==> src/rtl/alu_pkg.sv <==
// Shared types and constants for the alu_pipe block: opcodes, FSM states, flag bit positions.
package alu_pkg;

    typedef enum logic [3:0] {
        OP_ADD  = 4'd0,
        OP_SUB  = 4'd1,
        OP_AND  = 4'd2,
        OP_OR   = 4'd3,
        OP_XOR  = 4'd4,
        OP_SLL  = 4'd5,
        OP_SRL  = 4'd6,
        OP_SRA  = 4'd7,
        OP_SLT  = 4'd8,
        OP_SLTU = 4'd9,
        OP_MUL  = 4'd10
    } alu_op_t;

    typedef enum logic [1:0] {
        IDLE = 2'd0,
        BUSY = 2'd1,
        HOLD = 2'd2
    } alu_state_t;

    localparam int FLAG_ZERO  = 0;
    localparam int FLAG_CARRY = 1;
    localparam int FLAG_OVF   = 2;
    localparam int FLAG_NEG   = 3;

    function automatic logic [3:0] pack_flags(input logic neg, input logic ovf,
                                              input logic carry, input logic zero);
        logic [3:0] f;
        f             = '0;
        f[FLAG_NEG]   = neg;
        f[FLAG_OVF]   = ovf;
        f[FLAG_CARRY] = carry;
        f[FLAG_ZERO]  = zero;
        return f;
    endfunction

endpackage

==> src/rtl/alu_mul_seq.sv <==
// Iterative shift-add multiplier: one partial product per cycle, WIDTH cycles per start.
// product/done are combinational so the final iteration can be captured on the same edge.
module alu_mul_seq #(
    parameter int WIDTH = 32
) (
    input  logic             clk,
    input  logic             rst_n,
    input  logic             start,
    input  logic [WIDTH-1:0] a,
    input  logic [WIDTH-1:0] b,
    output logic             done,
    output logic [WIDTH-1:0] product
);

    localparam int CW = $clog2(WIDTH + 1);

    logic [WIDTH-1:0] acc;
    logic [WIDTH-1:0] mcand;
    logic [WIDTH-1:0] mplier;
    logic [CW-1:0]    cnt;

    always_ff @(posedge clk or negedge rst_n) begin
        if (!rst_n) begin
            acc    <= '0;
            mcand  <= '0;
            mplier <= '0;
            cnt    <= '0;
        end else if (start) begin
            acc    <= '0;
            mcand  <= a;
            mplier <= b;
            cnt    <= CW'(WIDTH);
        end else if (cnt != '0) begin
            acc    <= product;
            mcand  <= mcand << 1;
            mplier <= mplier >> 1;
            cnt    <= cnt - CW'(1);
        end
    end

    // Value of the accumulator after the iteration running this cycle.
    assign product = acc + (mplier[0] ? mcand : '0);
    assign done    = (cnt == CW'(1));

endmodule

==> src/rtl/alu_pipe.sv <==
// Handshaked ALU with registered result/flags; IDLE/BUSY/HOLD control.
// Define ALU_PIPE_MUL_EN to enable the sequential multiplier (opcode MUL); otherwise MUL is illegal.
module alu_pipe
    import alu_pkg::*;
#(
    parameter int WIDTH = 32,
    parameter int SHW   = $clog2(WIDTH)
) (
    input  logic             clk,
    input  logic             rst_n,
    input  logic             in_valid,
    output logic             in_ready,
    input  logic [WIDTH-1:0] a,
    input  logic [WIDTH-1:0] b,
    input  logic [3:0]       op,
    output logic             out_valid,
    input  logic             out_ready,
    output logic [WIDTH-1:0] result,
    output logic [3:0]       flags,
    output logic             err
);

    localparam int MSB = WIDTH - 1;

    alu_state_t       state, state_next;
    alu_op_t          op_e;
    logic             started;
    logic             accept;
    logic             is_mul;
    logic             illegal;
    logic             mul_done;
    logic [WIDTH-1:0] alu_res;
    logic             alu_carry;
    logic             alu_ovf;
    logic [WIDTH:0]   sum_ext;
    logic [WIDTH:0]   diff_ext;
    logic [SHW-1:0]   shamt;

    assign op_e   = alu_op_t'(op);
    assign shamt  = b[SHW-1:0];
    assign accept = in_valid && in_ready;

    always_comb begin
        sum_ext   = {1'b0, a} + {1'b0, b};
        diff_ext  = {1'b0, a} - {1'b0, b};
        alu_res   = '0;
        alu_carry = 1'b0;
        alu_ovf   = 1'b0;
        illegal   = 1'b0;
        case (op_e)
            OP_ADD: begin
                alu_res   = sum_ext[WIDTH-1:0];
                alu_carry = sum_ext[WIDTH];
                alu_ovf   = (a[MSB] == b[MSB]) && (alu_res[MSB] != a[MSB]);
            end
            OP_SUB: begin
                alu_res   = diff_ext[WIDTH-1:0];
                alu_carry = ~diff_ext[WIDTH];
                alu_ovf   = (a[MSB] != b[MSB]) && (alu_res[MSB] != a[MSB]);
            end
            OP_AND:  alu_res = a & b;
            OP_OR:   alu_res = a | b;
            OP_XOR:  alu_res = a ^ b;
            OP_SLL:  alu_res = a << shamt;
            OP_SRL:  alu_res = a >> shamt;
            OP_SRA:  alu_res = $unsigned($signed(a) >>> shamt);
            OP_SLT:  alu_res = {{(WIDTH-1){1'b0}}, ($signed(a) < $signed(b))};
            OP_SLTU: alu_res = {{(WIDTH-1){1'b0}}, (a < b)};
`ifdef ALU_PIPE_MUL_EN
            OP_MUL:  alu_res = '0;
`endif
            default: illegal = 1'b1;
        endcase
    end

`ifdef ALU_PIPE_MUL_EN
    logic             mul_start;
    logic [WIDTH-1:0] mul_product;

    assign is_mul    = (op_e == OP_MUL);
    assign mul_start = accept && is_mul;

    alu_mul_seq #(.WIDTH(WIDTH)) u_mul (
        .clk     (clk),
        .rst_n   (rst_n),
        .start   (mul_start),
        .a       (a),
        .b       (b),
        .done    (mul_done),
        .product (mul_product)
    );
`else
    assign is_mul   = 1'b0;
    assign mul_done = 1'b0;
`endif

    // started holds in_ready low until the first edge after reset release.
    always_ff @(posedge clk or negedge rst_n) begin
        if (!rst_n) begin
            state   <= IDLE;
            started <= 1'b0;
        end else begin
            state   <= state_next;
            started <= 1'b1;
        end
    end

    always_comb begin
        state_next = state;
        case (state)
            IDLE: if (accept) state_next = is_mul ? BUSY : HOLD;
            BUSY: if (mul_done) state_next = HOLD;
            HOLD: begin
                if (accept)         state_next = is_mul ? BUSY : HOLD;
                else if (out_ready) state_next = IDLE;
            end
            default: state_next = IDLE;
        endcase
    end

    always_comb begin
        in_ready  = 1'b0;
        out_valid = 1'b0;
        case (state)
            IDLE: in_ready = started;
            HOLD: begin
                out_valid = 1'b1;
                in_ready  = out_ready;
            end
            default: ;
        endcase
    end

    always_ff @(posedge clk or negedge rst_n) begin
        if (!rst_n) begin
            result <= '0;
            flags  <= '0;
            err    <= 1'b0;
        end else if (accept && !is_mul) begin
            result <= alu_res;
            flags  <= pack_flags(alu_res[MSB], alu_ovf, alu_carry, (alu_res == '0));
            err    <= illegal;
        end
`ifdef ALU_PIPE_MUL_EN
        else if (mul_done) begin
            result <= mul_product;
            flags  <= pack_flags(mul_product[MSB], 1'b0, 1'b0, (mul_product == '0));
            err    <= 1'b0;
        end
`endif
    end

endmodule

==> config.mk <==
export PLATFORM = sky130hd
export DESIGN_NAME = alu_pipe
export DESIGN_NICKNAME = d
export VERILOG_FILES = /design/src/rtl/alu_pkg.sv /design/src/rtl/alu_mul_seq.sv /design/src/rtl/alu_pipe.sv
export SDC_FILE = /design/constraint.sdc
export NUM_CORES = 1
export LEC_CHECK = 0
export BUFFER_PORTS_ARGS = -buffer_cell sky130_fd_sc_hd__buf_4
export CAP_MARGIN = 25
export CORE_ASPECT_RATIO = 0.7
export CORE_MARGIN = 1.5
export CORE_UTILIZATION = 45
export CTS_BUF_LIST = sky130_fd_sc_hd__clkbuf_4 sky130_fd_sc_hd__clkbuf_8 sky130_fd_sc_hd__clkbuf_16
export DETAILED_ROUTE_END_ITERATION = 7
export PLACE_DENSITY = 0.62
export SLEW_MARGIN = 40
export SYNTH_ARGS = -nofsm -noshare
export SYNTH_HDL_FRONTEND = slang
export SYNTH_SLANG_ARGS = --single-unit
==> constraint.sdc <==
create_clock -name clk -period 8.19 [get_ports clk]
set_input_delay 0.819 -clock clk [delete_from_list [all_inputs] [get_ports clk]]
set_output_delay 0.819 -clock clk [all_outputs]
set_load 0.02 [all_outputs]
==> results.ini, run 1 <==
[status]
status = completed

[yosys]
synthAdderAreaFrac_pct = 11.3
synth_seq_area_share_pct = 8.25
synth_simple_gate_area_share_pct = 20.7
synth_edf_count = 0
synth-xor-area-share_pct = 0.760
synth_cells = 1563
ys_warn_count = 0
synth_top_family_by_area = compound AO/OA/AOI/OAI gates
synth_compound_gate_area_share_pct = 31.3
synth.area.mux_share_pct = 19.5
postSynthAreaPerCell_um2 = 7.37
synth.distinct_cells = 90
async_reset_ff_share_pct = 100
syn_nets = 1738
ys_ff_latch = 38
syn_area_um2 = 11500
synth_ff_type = dfrtp_1

[detailed_routing]
dr.first_iter.drc_count = 2179
routed_wl_um = 57800
vias = 13900
routedWlPerCell_um = 30.3
ant_nets = 0
met3_length_um = 8260
vias_per_cell = 7.30
post-route-drc-count = 0
detailroute.wirelength.met2_um = 22600
first_pass_iters = 6
m1WireLength_um = 24600
routed.top_layer = met4

[power]
clockPowerShare_pct = 14.4
peakVddDrop_mv = 0.112
swShare_pct = 51.3
combPwrFrac_pct = 67.8
p_leak_nw = 5.48
power.density_nw_per_um2 = 114
p_int_w = 0.000697
seq_power_share_pct = 17.8
switching_power_w = 0.000733

[place]
portBuffers = 110
gp_congestion = 1.09
post-dp-hpwl_um = 44500

[sta]
fin_skew_ns = 0.00553
tightest_slew_ns = 0.954
fmax_ghz = 0.186
setup_tns_ns = 0
max-slew-margin-rel_pct = 34.7
setup_viol = 0
hold_viol = 0
finalCritPeriodShare_pct = 65.7
rsz0062_at_grt = no
fin_crit_ns = 5.38
final-max-slew-violation-count = 0

[critical_path]
critPathKind = input pin to register
worst-path-stages = 14
arrival_ns = 5.62
crit_path_top_delay_cell = a2111oi_0
cp.buffers_inverters = 2
r2r_start = state[1]
critPathMaxFanout = 30
reg2reg_depth = 11
critPathCaptureType = register
cp-startpoint = b[4]
crit_family = compound AO/OA/AOI/OAI gates
cp_slowest_stage_delay_ns = 0.65
cp_cell_sequence = buf_4 > inv_1 > ha_1 > and3_1 > a221oi_2 > a21oi_2 > a221o_1 > a221oi_1 > a21oi_1 > a2111oi_0 > nand3_1 > or4_1 > nor4b_2 > a32o_1
start_kind = input pin
required_ns = 8.43

[clock_tree]
cts_buffer_depth = 2
cts_tree = yes
cts_setup_buffers = 0
cts_resized = 0
numCtsBuffers = 5
cts_root_buffer = clkbuf_16
worst_skew_pair.late_latency_ns = 0.30
hold_buffers = 0
cts.clk_slew.worst_paths_ns = 0.06
h-tree-depth = 2
cts.sinks = 38

[floorplanning]
rows = 48
die_h_um = 137
dieArea_um2 = 26600
core_area_um2 = 24900
die_w_um = 194
ioPinCount = 111
start_util_pct = 46.3

[finish]
layout_common_cells = nand2_1 (149), nor2_1 (135), buf_4 (132)
nets = 1754
area_growth_pct = 9.05
final_common_cell = nand2_1
antenna_cells = 0
fin_util_pct = 50.5
fillers = 2506
drive_above_1_share_pct = 17.8

[grt]
grt_max_degree = 63
antenna_found_initial = 0
grt_pass1_vias = 12300
grt_util_all_layers_pct = 42.1
grt-ovfl-total = 0
grt_pass1_wl_um = 83500

[hold_path]
hold_class = register to register
min_path_cells = 2
min_from = result[14]

[run]
maxCapViolCount = 0

-- power groups by stage --
stage                     logic [W]  registers (W)  clock network (W)
after CTS                  0.000931       0.000254           0.000208
after global placement     0.000928       0.000255                  0
after detailed placement   0.000927       0.000257                  0
after global routing        0.00101       0.000258           0.000215
after floorplan            0.000536       0.000303                  0
final                      0.000970       0.000254           0.000206
-- registers in the layout, summed over array words and instances (netlist names) --
register and count:
started 1, result 32, state 1, err 1, flags 3
-- per-layer routing --
layer	vias up	global-route usage [%]
met3	145	13.6
met2	1123	59.2
met5	-	0
met4	0	13.8
met1	6689	60.0
li1	5948	-
-- through the flow --
stage / setup slack (ns) / power [W] / instance area [um^2] / std cells / hold WS, ns
after global placement: 2.78 / 0.00118 / 12400 / 1897 / 0.464
after global routing: 2.81 / 0.00149 / 12600 / 1905 / 0.502
after detailed placement: 2.79 / 0.00118 / 12400 / 1897 / 0.466
after CTS: 3.09 / 0.00139 / 12600 / 1905 / 0.480
final: 2.81 / 0.00143 / 12600 / 1905 / 0.474
after floorplan: 3.36 / 0.000839 / 11500 / 1563 / 0.523
-- worst paths after layout --
kind | endpoint | slack (ns)
worst min-delay path | result[14] | 0.47
worst max-delay path | flags[0] | 2.81
min in group asynchronous | result[17] | 0.48
max in group asynchronous | result[4] | 7.33
worst min register to register | result[14] | 0.47
worst max register to register | flags[0] | 4.41
-- cells by family after synthesis --
logic type,after synthesis
buf+inv,225
fa+ha+maj,103
other cells,1
flops,38
simple gates,494
xor+xnor,10
compound gates,518
mux,174
-- final cells by class --
class                   instances  area [um^2]  share of cell area [%]
multi-input cells            1300         9680                    77.1
repair buffers                132          991                    7.89
flip-flops and latches         38          951                    7.57
well taps                     325          407                    3.24
inverters                     102          383                    3.05
clock buffers                   6          139                    1.11
clock inverters                 2         12.5                  0.0996
-- worst min-delay path: cells and delay by family (launching register included) --
kind	cells	cell delay [ns]
DFF	1	0.34
and+or+nand+nor	2	0.10
-- cells in the mapped netlist, types with 8 or more instances --
library cell | count | area [um^2]
and3_1 | 8 | 50.1
mux2i_1 | 68 | 681
nor2b_1 | 13 | 81.3
o221ai_1 | 16 | 140
nand4_1 | 21 | 131
o21ai_0 | 93 | 465
nand2b_1 | 16 | 100
mux4_2 | 33 | 743
buf_2 | 31 | 155
a21oi_1 | 99 | 495
a221oi_1 | 16 | 140
ha_1 | 101 | 1260
nand2_1 | 149 | 559
o21bai_1 | 9 | 67.6
clkbuf_1 | 65 | 244
o21a_1 | 10 | 75.1
a22oi_1 | 25 | 188
o211ai_1 | 17 | 128
nand3_1 | 38 | 190
nor2_1 | 135 | 507
o22ai_1 | 22 | 138
mux2_2 | 68 | 766
or3_1 | 8 | 50.1
a21o_1 | 34 | 255
or2_2 | 10 | 62.6
dfrtp_1 | 38 | 951
a211oi_1 | 34 | 255
o31ai_1 | 13 | 97.6
inv_1 | 101 | 379
nor3_1 | 36 | 180
nor4_1 | 16 | 100
o2111ai_1 | 9 | 78.8
buf_1 | 18 | 67.6
xnor2_1 | 9 | 78.8
a31oi_1 | 21 | 131
Note: power is estimated with default switching activity, not from simulation.
==> inputs of run 2 (changes only) <==
--- a/config.mk
+++ b/config.mk
@@ -12,7 +12,7 @@
 export CORE_UTILIZATION = 45
 export CTS_BUF_LIST = sky130_fd_sc_hd__clkbuf_4 sky130_fd_sc_hd__clkbuf_8 sky130_fd_sc_hd__clkbuf_16
 export DETAILED_ROUTE_END_ITERATION = 7
-export PLACE_DENSITY = 0.62
+export PLACE_DENSITY = 0.65
 export SLEW_MARGIN = 40
 export SYNTH_ARGS = -nofsm -noshare
 export SYNTH_HDL_FRONTEND = slang
==> constraint.sdc (replaced) <==
create_clock -name clk -period 4.65 [get_ports clk]
set_input_delay 0.465 -clock clk [delete_from_list [all_inputs] [get_ports clk]]
set_output_delay 0.465 -clock clk [all_outputs]
set_load 0.02 [all_outputs]
==> run 2 against run 1 <==
  * Combinational power increased by 86%
  * Final cell count rose by 4.1%
  * Largest cell class unchanged
  * Largest power group unchanged
  * Critical path depth rose by 1
  * Non-clock buffer count increased by 78
  * Wire length up 0.21%
  * Count of clock-buffer cells in the layout decreased by 1
  * Hold slack got worse by 0.35 ns
==> results.ini, run 2 (same netlist as run 1, synthesis figures left out) <==
[clock_tree]
numCtsBuffers = 5  ; unchanged
cts_buffer_depth = 2  ; unchanged
cts.clk_slew.worst_paths_ns = 0.06  ; about the same
cts_root_buffer = clkbuf_16
cts_tree = yes
cts_resized = 0  ; unchanged
hold_buffers = 0  ; unchanged
h-tree-depth = 2  ; unchanged
worst_skew_pair.late_latency_ns = 0.29  ; about the same
cts.sinks = 38  ; unchanged
cts_setup_buffers = 0  ; unchanged

[finish]
layout_common_cells = buf_4 (206), nand2_1 (149), nor2_1 (135)
largest_reg_flops = 32  ; unchanged
regArea_um2 = 951  ; unchanged
reg_top3 = result x32, flags x3
final_common_cell = buf_4
final_design_area_no_fill_um2 = 13200  ; +5.2%
antenna_cells = 0  ; unchanged
final_cells = 1983  ; +4.1%
drive_above_1_share_pct = 21.7  ; +3.9 points
multi_input_area_um2 = 9680  ; about the same
fillers = 2472  ; -1.4%
regMostFlops = result
area_growth_pct = 14.7
nets = 1832  ; +4.4%

[power]
power.density_nw_per_um2 = 200  ; +76%
p_leak_nw = 5.88  ; +7.4%
seq_power_share_pct = 16.7  ; -1.1 points
p_int_w = 0.00133  ; +91%
switching_power_w = 0.00131  ; +79%
swShare_pct = 49.6  ; -1.7 points
peakVddDrop_mv = 0.196  ; +75%
clockPowerShare_pct = 15.3  ; +0.9 points
combPwrFrac_pct = 67.9  ; about the same

[sta]
setup_slack_ns = 0.416  ; -2.39 ns
max-slew-margin-rel_pct = 40.6  ; +5.9 points
final-max-slew-violation-count = 0  ; unchanged
hold_ws_ns = 0.124  ; -0.351 ns
finalCritPeriodShare_pct = 91.0
fin_skew_ns = 0.00274  ; -0.00280 ns
fmax_ghz = 0.236
fin_crit_ns = 4.23
rsz0062_at_grt = no
tightest_slew_ns = 0.885  ; -0.0692 ns
hold_viol = 0  ; unchanged
setup_tns_ns = 0  ; unchanged
setup_viol = 0  ; unchanged

[critical_path]
cp_slowest_stage_delay_ns = 0.58  ; -0.07 ns
crit_path_top_delay_cell = or4_1
arrival_ns = 4.47  ; -1.15 ns
crit_path_frequent_cell = buf_4
critPathCaptureType = register
start_kind = input pin
required_ns = 4.88  ; -3.55 ns
cp_cell_sequence = buf_4 > buf_4 > buf_4 > nor2b_1 > mux2_2 > o211a_1 > o21ai_0 > buf_4 > o2111a_1 > o21ai_0 > nor4_2 > nand4_1 > or4_1 > nor4b_2 > a32o_1
critPathMaxFanout = 16  ; -47%
critPathKind = input pin to register

[place]
post-dp-hpwl_um = 45600  ; +2.7%
portBuffers = 110  ; unchanged
place_ws_ns = 0.212  ; -2.58 ns
dp_cells = 1975  ; +4.1%
gp_congestion = 1.07  ; -2.0%
place_area_um2 = 13000  ; +5.1%

[floorplanning]
ioPinCount = 111  ; unchanged
die_h_um = 137  ; unchanged
dieArea_um2 = 26600  ; unchanged
core_area_um2 = 24900  ; unchanged
start_util_pct = 46.3  ; unchanged
die_w_um = 194  ; unchanged
rows = 48  ; unchanged

[grt]
grt_pass1_wl_um = 86300  ; +3.3%
antenna_found_initial = 0  ; unchanged
grt-ovfl-total = 0  ; unchanged
grt_max_degree = 91  ; +44%
grt_pass1_vias = 13100  ; +6.0%
grt_util_all_layers_pct = 43.2  ; +1.0 points

[detailed_routing]
routedWlPerCell_um = 29.2  ; -3.7%
routed_wl_um = 57900  ; +0.21%
post-route-drc-count = 0  ; unchanged
vias = 13900  ; +0.23%
dr.first_iter.drc_count = 2263  ; +3.9%
ant_nets = 0  ; unchanged
vias_per_cell = 7.03  ; -3.7%
first_pass_iters = 7  ; +1

[run]
maxCapViolCount = 0  ; unchanged

[hold_path]
hold_class = input pin to async pin

[status]
status = completed

run 2: stage by stage:
stage	util (%)	power [W]
6_report	53.1	0.00265
5_1_grt	53.1	0.00276
4_1_cts	53.1	0.00258
3_5_place_dp	52.4	0.00217
3_3_place_gp	52.4	0.00217
2_1_floorplan	-	0.00148
run 2: worst max-delay path: cells and delay by family:
| kind | cells | cell delay, ns |
|---|---|---|
| buffers and inverters | 4 | 0.99 |
| muxes | 1 | 0.32 |
| and+or+nand+nor | 5 | 1.56 |
| AOI/OAI and AO/OA | 5 | 1.10 |
run 2: area by class of cell:
type / count / area share, %
repair buffers: 210 / 12.3
clock inverters: 3 / 0.303
flip-flops and latches: 38 / 7.20
multi-input cells: 1300 / 73.3
well taps: 325 / 3.08
inverters: 102 / 2.90
clock buffers: 5 / 0.947
run 2: metal layers:
metal	share of wire (%)	vias to the layer above	GRT usage, %
met5	0	-	0
met3	14	145	12.8
met2	40	1107	62.1
met4	3.6	0	12.7
met1	43	6584	61.6
li1	-	6101	-
run 2: worst paths after layout:
check,slack [ns],cells after the start,from,endpoint
worst min register to register,0.48,2,result[11],result[11]
min in group clk,0.36,2,out_ready,state[1]
worst max register to register,1.26,11,state[1],flags[0]
worst max-delay path,0.42,15,b[0],flags[0]
worst min-delay path,0.12,1,rst_n,result[17]
max in group asynchronous,4.17,1,rst_n,result[7]
run 2: power by group through the flow:
stage,registers (W),clock network [W],logic (W)
after floorplan,0.000534,0,0.000943
after detailed placement,0.000449,0,0.00172
after global routing,0.000453,0.000424,0.00189
final,0.000443,0.000406,0.00180
after CTS,0.000445,0.000407,0.00173
after global placement,0.000447,0,0.00172
==> inputs of run 3 (changes only) <==
--- a/config.mk
+++ b/config.mk
@@ -13,6 +13,7 @@
 export CTS_BUF_LIST = sky130_fd_sc_hd__clkbuf_4 sky130_fd_sc_hd__clkbuf_8 sky130_fd_sc_hd__clkbuf_16
 export DETAILED_ROUTE_END_ITERATION = 7
 export PLACE_DENSITY = 0.65
+export RECOVER_POWER = 100
 export SLEW_MARGIN = 40
 export SYNTH_ARGS = -nofsm -noshare
 export SYNTH_HDL_FRONTEND = slang
==> run 3 against run 2 <==
  * The run now ends with design-rule violations, max-capacitance violations, max-slew violations left
  * Clock power about the same
  * Core utilization decreased by 0.77 points
  * Critical endpoint unchanged
  * Wire length increased by 0.29%
  * Combinational power decreased by 4%
  * Hold slack improved by 0.24 ns
  * Via count increased by 1.2%
  * Maximum frequency decreased by 3.7%
  * Sequential power about the same
==> results.ini, run 3 (same netlist as run 1, synthesis figures left out) <==
[sta]
finalCritPeriodShare_pct = 94.5  ; +3.5 points
setup_viol = 0  ; unchanged
rsz0062_at_grt = no
fmax_ghz = 0.228  ; -3.7%
setup_tns_ns = 0  ; unchanged
final-max-slew-violation-count = 39  ; +39
hold_viol = 0  ; unchanged
fin_crit_ns = 4.40  ; +0.162 ns
tightest_slew_ns = 2.05  ; +1.16 ns
fin_skew_ns = 0.00270  ; -0.0000319 ns
max-slew-margin-rel_pct = -36.5  ; -77 points

[place]
post-dp-hpwl_um = 45600  ; unchanged
gp_congestion = 1.07  ; unchanged
portBuffers = 110  ; unchanged

[power]
power.density_nw_per_um2 = 198  ; -1.3%
p_leak_nw = 5.70  ; -3.2%
seq_power_share_pct = 17.1  ; +0.4 points
peakVddDrop_mv = 0.185  ; -5.7%
swShare_pct = 50.9  ; +1.3 points
switching_power_w = 0.00131  ; -0.13%
clockPowerShare_pct = 15.8  ; +0.5 points
p_int_w = 0.00126  ; -5.2%
combPwrFrac_pct = 67.0  ; -0.9 points

[finish]
regMostFlops = result
drive_above_1_share_pct = 18.7  ; -3.0 points
area_growth_pct = 13.0
fin_util_pct = 52.4  ; -0.77 points
antenna_cells = 0  ; unchanged
nets = 1832  ; unchanged
largest_reg_flops = 32  ; unchanged
layout_common_cells = buf_4 (158), nand2_1 (149), nor2_1 (135)
reg_top3 = result x32, flags x3
final_common_cell = buf_4

[critical_path]
rrSetupSlack_ns = 0.43  ; -0.83 ns
rr_endpoint = flags[0]
reg2reg_depth = 11  ; unchanged
required_ns = 4.88  ; about the same
start_kind = input pin
critPathKind = input pin to register
r2r_start = state[1]
arrival_ns = 4.63  ; +0.16 ns
critPathCaptureType = register
critPathMaxFanout = 11  ; -5

[hold_path]
whs_endpoint = state[1]
min_from = out_ready
hold_class = input pin to register
min_path_cells = 2

[detailed_routing]
ant_nets = 0  ; unchanged
first_pass_iters = 8  ; +1
post-route-drc-count = 1  ; +1
vias = 14100  ; +1.2%
vias_per_cell = 7.11  ; +1.2%
routedWlPerCell_um = 29.3  ; +0.29%
dr.first_iter.drc_count = 2142  ; -5.3%
routed_wl_um = 58100  ; +0.29%

[grt]
gr-usage-met1_pct = 61.6  ; unchanged
grt_pass1_vias = 13100  ; unchanged
grt_use_met2_pct = 62.1  ; unchanged
antenna_found_initial = 0  ; unchanged
use_met3_pct = 12.8  ; unchanged
grt_pass1_wl_um = 86300  ; unchanged
grt-ovfl-total = 0  ; unchanged
grt_max_degree = 91  ; unchanged
grt_util_all_layers_pct = 43.2  ; unchanged
grt_busiest_layer = met2

[floorplanning]
rows = 48  ; unchanged
start_util_pct = 46.3  ; unchanged
die_w_um = 194  ; unchanged
core_area_um2 = 24900  ; unchanged
dieArea_um2 = 26600  ; unchanged
die_h_um = 137  ; unchanged
ioPinCount = 111  ; unchanged

[clock_tree]
h-tree-depth = 2  ; unchanged
cts_setup_buffers = 0  ; unchanged
hold_buffers = 0  ; unchanged
worst_skew_pair.late_latency_ns = 0.29  ; about the same
cts.clk_slew.worst_paths_ns = 0.06  ; about the same
numCtsBuffers = 5  ; unchanged
cts_tree = yes
cts.sinks = 38  ; unchanged
cts_resized = 0  ; unchanged
cts_root_buffer = clkbuf_16
cts_buffer_depth = 2  ; unchanged

[status]
status = finished, violations left
violations = design-rule violations, max-capacitance violations, max-slew violations

[run]
maxCapViolCount = 1  ; +1

==> run 3: cell count changes in the layout (fill, tap and decap cells not counted), moves of 2 or more <==
| cell | before | now |
|---|---|---|
| buf_4 | 206 | 158 |
| clkbuf_1 | 0 | 47 |
| a2111oi_0 | 7 | 9 |
| a2111oi_1 | 2 | 0 |
| o21ai_0 | 92 | 94 |
| o21ai_1 | 3 | 1 |
==> run 3: cell type report <==
class / instances / area [um^2]
Inverter: 102 / 383
Sequential cell: 38 / 951
Fill cell: 2526 / 11800
Tap cell: 325 / 407
Clock inverter: 3 / 40.0
Timing Repair Buffer: 210 / 1450
Multi-Input combinational cell: 1300 / 9660
Clock buffer: 5 / 125
==> run 3: how the worst max path moves through the flow <==
stage | slack (ns) | start | to
5_1_grt | 0.12 | b[1] | flags[0]
3_3_place_gp | 0.30 | b[0] | flags[0]
6_report | 0.25 | a[8] | flags[0]
4_1_cts | 0.51 | b[2] | flags[0]
3_5_place_dp | 0.21 | b[2] | flags[0]
2_1_floorplan | 0.18 | b[3] | flags[0]
==> run 3: per-layer routing <==
layer | up-vias | share of wire (%)
met5 | - | 0
met4 | 0 | 3.4
met3 | 126 | 15
met2 | 1208 | 40
met1 | 6675 | 42
li1 | 6100 | -
==> run 3: power by group through the flow <==
stage                     combinational [W]  sequential (W)  clock, W
after floorplan                    0.000943        0.000534         0
after global placement              0.00172        0.000447         0
after detailed placement            0.00172        0.000449         0
after CTS                           0.00173        0.000445  0.000407
after global routing                0.00182        0.000451  0.000424
final                               0.00173        0.000442  0.000407
==> run 3: stage by stage <==
step	instances	area (um^2)	power (W)	hold WS, ns	setup slack (ns)
after global routing	1983	13000	0.00269	0.355	0.118
after floorplan	1563	11500	0.00148	0.169	0.178
after detailed placement	1975	13000	0.00217	0.465	0.212
final	1983	13000	0.00258	0.363	0.254
after global placement	1975	13000	0.00217	0.455	0.298
after CTS	1983	13200	0.00258	0.149	0.508
==> run 3: worst max-delay path, cell delays in order <==
cell      delay [ns]
buf_4           0.15
inv_1           0.05
ha_1            0.38
or3_1           0.48
nand2b_1        0.20
o32ai_1         0.54
a221oi_1        0.18
clkbuf_1        0.24
o21ai_0         0.42
a41oi_1         0.22
clkbuf_4        0.19
o41a_1          0.35
nand2_1         0.08
nand3_1         0.16
nor4b_2         0.33
a32o_1          0.19
